## src/rtl/freq_pkg.sv

```systemverilog
// freq_pkg: shared constants and types for the programmable clock divider.
//   FREQ_W_DEF / FREQ_NCH_DEF : default counter width and channel count
//   DIV_1S / DIV_1MS          : divisors for 1 s and 1 ms periods at 50 MHz
//   freq_div_t                : default-width divisor/counter type
//   sel_w()                   : channel-select width, never below 1 bit
package freq_pkg;

   localparam int unsigned FREQ_W_DEF   = 32;
   localparam int unsigned FREQ_NCH_DEF = 2;
   localparam int unsigned DIV_1S       = 50_000_000;
   localparam int unsigned DIV_1MS      = 50_000;

   typedef logic [FREQ_W_DEF-1:0] freq_div_t;

   function automatic int unsigned sel_w(input int unsigned n);
      return (n > 1) ? int'($clog2(n)) : 1;
   endfunction

endpackage

```

## src/rtl/freq_div_ch.sv

```systemverilog
// freq_div_ch: one divider channel.
//   reloje   in  system clock (rising edge)
//   reset_n  in  asynchronous active-low reset
//   en       in  count enable
//   ld       in  load strobe: div <= div_val, restart phase
//   clr      in  phase clear: cnt/tick/relojs to 0, divisor kept
//   div_val  in  W  new divisor
//   tick     out one-cycle pulse every div cycles
//   relojs   out toggles on every tick
//   busy     out divisor is non-zero
module freq_div_ch
   import freq_pkg::*;
#(
   parameter int unsigned  W       = FREQ_W_DEF,
   parameter logic [W-1:0] DIV_RST = W'(DIV_1S)
)(
   input  logic         reloje,
   input  logic         reset_n,
   input  logic         en,
   input  logic         ld,
   input  logic         clr,
   input  logic [W-1:0] div_val,
   output logic         tick,
   output logic         relojs,
   output logic         busy
);

   localparam logic [W-1:0] ONE = W'(1);

   logic [W-1:0] div;
   logic [W-1:0] cnt;
   logic         halted;
   logic         terminal;

   always_comb begin
      halted   = (div == '0);
      terminal = (cnt == div - ONE);
      busy     = !halted;
   end

   // clr and ld both restart the phase; the divisor write is independent so
   // that a load coinciding with a clear still takes effect.
   always_ff @(posedge reloje or negedge reset_n) begin
      if (!reset_n) begin
         div    <= DIV_RST;
         cnt    <= '0;
         tick   <= 1'b0;
         relojs <= 1'b0;
      end else begin
         if (ld)
            div <= div_val;
         if (clr || ld) begin
            cnt    <= '0;
            tick   <= 1'b0;
            relojs <= 1'b0;
         end else if (!en) begin
            tick <= 1'b0;
         end else if (halted) begin
            cnt  <= '0;
            tick <= 1'b0;
         end else if (terminal) begin
            cnt    <= '0;
            tick   <= 1'b1;
            relojs <= !relojs;
         end else begin
            cnt  <= cnt + ONE;
            tick <= 1'b0;
         end
      end
   end

endmodule

```

## src/rtl/freq_div_multi.sv

```systemverilog
// freq_div_multi: N_CH independent programmable clock dividers on reloje.
//   reloje   in  system clock (rising edge)
//   reset_n  in  asynchronous active-low reset
//   en       in  global count enable
//   div_ld   in  load strobe for channel ch_sel
//   ch_sel   in  channel addressed by div_ld (out-of-range ignored)
//   div_val  in  W  new divisor
//   sync_clr in  (FREQ_SYNC_CLR_EN only) clear phase of every channel
//   tick     out N_CH one-cycle pulse per channel period
//   relojs   out N_CH divided clock, toggles on each tick
//   busy     out N_CH channel divisor non-zero
// Optional feature macro: FREQ_SYNC_CLR_EN
module freq_div_multi
   import freq_pkg::*;
#(
   parameter int unsigned  N_CH    = FREQ_NCH_DEF,
   parameter int unsigned  W       = FREQ_W_DEF,
   parameter logic [W-1:0] DIV_RST = W'(DIV_1S)
)(
   input  logic                     reloje,
   input  logic                     reset_n,
   input  logic                     en,
   input  logic                     div_ld,
   input  logic [sel_w(N_CH)-1:0]   ch_sel,
   input  logic [W-1:0]             div_val,
`ifdef FREQ_SYNC_CLR_EN
   input  logic                     sync_clr,
`endif
   output logic [N_CH-1:0]          tick,
   output logic [N_CH-1:0]          relojs,
   output logic [N_CH-1:0]          busy
);

   localparam int unsigned SW = sel_w(N_CH);

   logic [N_CH-1:0] ld;
   logic            clr;

`ifdef FREQ_SYNC_CLR_EN
   assign clr = sync_clr;
`else
   assign clr = 1'b0;
`endif

   for (genvar i = 0; i < N_CH; i++) begin : g_ch
      // ch_sel values >= N_CH match no channel, so such loads are dropped
      assign ld[i] = div_ld && (ch_sel == SW'(i));

      freq_div_ch #(
         .W       (W),
         .DIV_RST (DIV_RST)
      ) u_ch (
         .reloje  (reloje),
         .reset_n (reset_n),
         .en      (en),
         .ld      (ld[i]),
         .clr     (clr),
         .div_val (div_val),
         .tick    (tick[i]),
         .relojs  (relojs[i]),
         .busy    (busy[i])
      );
   end

endmodule

```

## config.mk

```make
export PLATFORM = sky130hd
export DESIGN_NAME = freq_div_multi
export DESIGN_NICKNAME = d
export VERILOG_FILES = /design/src/rtl/freq_pkg.sv /design/src/rtl/freq_div_ch.sv /design/src/rtl/freq_div_multi.sv
export SDC_FILE = /design/constraint.sdc
export NUM_CORES = 1
export LEC_CHECK = 0
export CAP_MARGIN = 40
export CORE_ASPECT_RATIO = 0.6
export CORE_UTILIZATION = 30
export CTS_CLUSTER_DIAMETER = 50
export CTS_CLUSTER_SIZE = 20
export DETAILED_ROUTE_END_ITERATION = 7
export GPL_TIMING_DRIVEN = 1
export SKIP_LAST_GASP = 1
export SLEW_MARGIN = 10
export SYNTH_ARGS = -nofsm -noshare
export SYNTH_HDL_FRONTEND = slang
export SYNTH_SLANG_ARGS = --single-unit
export TNS_END_PERCENT = 5
```

## constraint.sdc

```tcl
create_clock -name reloje -period 4.6 [get_ports reloje]
set_input_delay 1.38 -clock reloje [delete_from_list [all_inputs] [get_ports reloje]]
set_output_delay 1.38 -clock reloje [all_outputs]
set_load 0.005 [all_outputs]
```

-- Yosys cells after proc, flatten, opt, wreduce, memory -nomap -nowiden
Cells that the tools add are included.
- add/sub/neg operators: 4
- equal/unequal tests: 4
- muxes and demuxes: 24
- bitwise gates (word level): 1
- reductions and logical operators: 14
- operators with widths (operator ; number):
    $mux 32 ; 8
    $add 32x1->32 const B ; 2
    $eq 32x32->1 ; 2
    $logic_not 32->1 ; 2
    $sub 32x1->32 const B ; 2
    $mux 1 ; 16
    $reduce_bool 2->1 ; 4
    $reduce_and 3->1 ; 2
    $logic_not 1->1 ; 4
    $ne 2x1->1 const B ; 2
    $logic_and 1x1->1 ; 2
    $not 1->1 ; 1
- flip-flop bits (word level): 132
- output and inout bits: 6
- word-level logic and storage cells: 55

-- Logic depth before layout (Yosys ltp)
- word-level depth: 6
- mapped depth: 14
- mapped depth without buffers: 11

-- Hierarchy
From an unflattened synthesis, not the netlist that was laid out.
- cells, all modules: 997
- area total of the unflattened synthesis: 8934.8 sq um
- modules (own cells, without submodules) (module ; times used ; cells an instance ; area each (sq um) ; seq. area each (sq um)):
    freq_div_ch (g_ch[0].u_ch) ; 1 ; 485 ; 4478.0 ; 1666.6
    freq_div_ch (g_ch[1].u_ch) ; 1 ; 509 ; 4436.8 ; 1666.6
    freq_div_multi ; 1 ; 3 ; 20.0 ; 0.0

-- Worst setup path after synthesis
No wires, ideal clock.
- path kind: flip-flop to output port
- start: register g_ch[1].u_ch.div[24]
- end: output port busy[1]
- arrival time: 2.191 ns
- required time: 3.220 ns
- setup slack: 1.029 ns
- cell stages (with the launch flop): 7
- cell sequence: dfrtp_1 buf_6 or4_4 or3_4 or2_2 or3_1 buf_4
- word-level cells in the longest chain between the ends: 2
- ends and longest elaborated chain (item ; RTL line ; text):
    from (decl) ; freq_div_ch.sv:30 ; logic [W-1:0] div;
    from (signal assigned) ; freq_div_ch.sv:51 ; div <= div_val;
    $logic_not 32->1 ; freq_div_ch.sv:36 ; halted = (div == '0);
    $logic_not 1->1 ; freq_div_ch.sv:38 ; busy = !halted;
    to (decl) ; freq_div_multi.sv:31 ; output logic [N_CH-1:0] busy
No other way between the ends.

-- Worst setup path after layout
Ends and elaborated chain as after synthesis.

==> impl_metrics.json <==
{
  "crit_type": "reg2out",
  "hold_class": "reg2reg",
  "io_buffers": 42,
  "clk_pin_slew_worst_paths_ns": 0.06,
  "synth.ff_latch_count": 132,
  "root_buffer": "clkbuf_16",
  "grt_pass1_vias": 7113,
  "clk_latency_ns": 0.44,
  "netlist_area_sq_mm": 0.00909,
  "cp-end-kind": "output pin",
  "area_growth_pct": 15.9,
  "cts_hold_buf": 0,
  "pre_cts_ws_ns": 0.588,
  "drive_above_1_share_pct": 17.5,
  "multi_input_area_sq_mm": 0.00536,
  "grt_util_all_layers_pct": 18.1,
  "grt_pass1_wl_mm": 42.2,
  "powerDensity_mw_per_mm2": 333,
  "worst_pin_slew_ns": 0.917,
  "ir_drop_v": 0.000286,
  "rrSetupSlack_ns": 0.53,
  "power_leakage_uw": 0.00406,
  "synth_edf_count": 0,
  "p_switching_uw": 1070,
  "grt_overflow": 0,
  "initial_utilization_pct": 31.1,
  "postCtsSetupRepairBufs": 0,
  "post-dp-hpwl_mm": 20.5,
  "fp.dieW_um": 227,
  "fill_cells": 2955,
  "slew_violations": 0,
  "status": "completed",
  "post-route-period-util_pct": 97.3,
  "clkPwrFrac_pct": 40.2,
  "routed_via_density": 5.60,
  "wl_mm": 27.3,
  "tritoncts.num_buffers": 17,
  "cts_tree": "done",
  "vias": 8107,
  "wl_per_cell_um": 18.9,
  "synth_seq_area_share_pct": 36.7,
  "critical_path_arrival_ns": 3.10,
  "final_nets": 1078,
  "worstPathRequired_ns": 3.22,
  "synth.largest_area_cell": "dfrtp_1",
  "cp-start-kind": "flip-flop",
  "core_area_sq_mm": 0.0292,
  "syn-instance-count": 1013,
  "row_count": 48,
  "synthTopCellsByArea": "dfrtp_1, mux2_2, dfstp_2",
  "cts.sinks": 132,
  "postSynthAreaPerCell_sq_um": 8.97,
  "grt_max_degree": 87,
  "antennaDiodeCount": 0,
  "ys_async_sr_fraction_pct": 100,
  "rsz0062_at_grt": "no",
  "synth_common_cells": "dfrtp_1, nand2_1, mux2_2, nand3_1, nor2_1",
  "cts_buffer_depth": 2,
  "fin_crit_ns": 4.48,
  "yosysTopAreaCellShare_pct": 29.7,
  "ys.flop_type": "dfrtp_1",
  "h-tree-depth": 4,
  "fin_setup_tns_ns": 0,
  "p_int_uw": 2430,
  "io_pins": 43,
  "ys_types": 80,
  "finalSetupViolations": 0,
  "switching_share_pct": 30.6,
  "power_frac_comb_pct": 18.3,
  "setup_ws_ns": 0.124,
  "dieArea_sq_mm": 0.0310,
  "finalHoldViolations": 0,
  "synth.most_common_cell": "dfrtp_1",
  "drtIter0Drc": 853,
  "ant_nets": 0,
  "max-cap-violations": 0,
  "antenna_found_initial": 0,
  "final-seq-area_sq_mm": 0.00333,
  "max-slew-margin-rel_pct": 38.3,
  "path_max_fanout": 7,
  "skew_ns": 0.00739,
  "seqPwrFrac_pct": 41.5,
  "drc": 0,
  "dr.pass1.iters": 5,
  "post_cts_resized": 0,
  "ys_warn_count": 0,
  "globalplace.congestion": 0.972,
  "syn-num-nets": 1056,
  "die-height_um": 137,
  "max_freq_mhz": 223
}
==> layer usage <==
| metal | wire length (um) | GRT usage [%] | vias to the layer above |
|---|---|---|---|
| met5 | 0 | 0 | - |
| met4 | 252 | 4.80 | 0 |
| met3 | 2410 | 4.96 | 23 |
| met2 | 9750 | 21.1 | 286 |
| met1 | 14900 | 30.1 | 3997 |
| li1 | - | - | 3801 |
==> critical path: stages, from the launching register on <==
cell and delay, ns:
dfrtp_1 0.47, or4_4 0.58, or3_4 0.38, or2_2 0.34, or3_1 0.42, clkdlybuf4s50_1 0.47
==> per-stage QoR <==
step / utilization, % / area [sq um] / std cells / hold slack (ns) / power [uW]
finish: 36.0 / 10500 / 1448 / 0.551 / 3500
global route: 36.0 / 10500 / 1448 / 0.572 / 3650
CTS: 35.9 / 10500 / 1446 / 0.553 / 3500
detailed placement: 33.8 / 9900 / 1414 / 0.535 / 2090
global placement: 33.8 / 9900 / 1414 / 0.525 / 2070
floorplan: - / 9090 / 1013 / 0.496 / 1850
==> final timing paths <==
check                                     startpoint                   end  depth (start not counted)
worst max-delay path            g_ch[1].u_ch.div[24]               busy[1]                          5
worst min-delay path            g_ch[1].u_ch.cnt[31]  g_ch[1].u_ch.cnt[31]                          1
worst max register to register   g_ch[1].u_ch.div[0]   g_ch[1].u_ch.cnt[5]                         12
worst min register to register  g_ch[1].u_ch.cnt[31]  g_ch[1].u_ch.cnt[31]                          1
max in group asynchronous                    reset_n  g_ch[0].u_ch.div[25]                          2
min in group asynchronous                    reset_n   g_ch[1].u_ch.div[5]                          1
==> area by class of cell <==
class,instances,area share (%)
Clock buffer,23,4.73
Clock inverter,9,0.951
Inverter,25,0.891
Multi-Input combinational cell,792,50.9
Sequential cell,132,31.7
Tap cell,400,4.75
Timing Repair Buffer,67,6.07
==> cells by family after synthesis <==
kind of cell	Yosys count	share of synthesized area (%)
adder cells (fa/ha/maj)	6	0.826
AO/OA/AOI/OAI	188	14.5
multiplexers	66	8.11
buffers and inverters	89	4.48
XOR/XNOR	78	7.52
AND/OR/NAND/NOR	454	27.9
flip-flops	132	36.7
==> power groups by stage <==
| stage | Clock [uW] | Sequential (uW) | Combinational (uW) |
|---|---|---|---|
| 6_report | 1410 | 1450 | 639 |
| 5_1_grt | 1490 | 1470 | 689 |
| 4_1_cts | 1430 | 1450 | 621 |
| 3_5_place_dp | 0 | 1470 | 618 |
| 3_3_place_gp | 0 | 1460 | 606 |
| 2_1_floorplan | 0 | 1390 | 459 |
==> state kept, by name (all words and copies together), names as in the netlist <==
name / flops
g_ch.u_ch.cnt: 64
g_ch.u_ch.relojs: 2
g_ch.u_ch.div: 64
g_ch.u_ch.tick: 2
==> cells in the final DEF (no fill, tap or decap), types with 16 or more instances in the layout <==
cell / count
dfrtp_1: 108
dfstp_2: 24
nor4_1: 24
and3_1: 20
nor3_1: 39
buf_4: 22
xnor2_1: 47
nand3_1: 61
or3_1: 20
xor2_1: 31
clkbuf_16: 17
mux2_2: 61
nand4_1: 32
clkdlybuf4s50_1: 41
inv_1: 25
nor2_1: 58
o21ai_0: 34
a31oi_1: 16
a21oi_1: 30
nand2_1: 98
No activity file was read; power rests on OpenSTA's default activity.
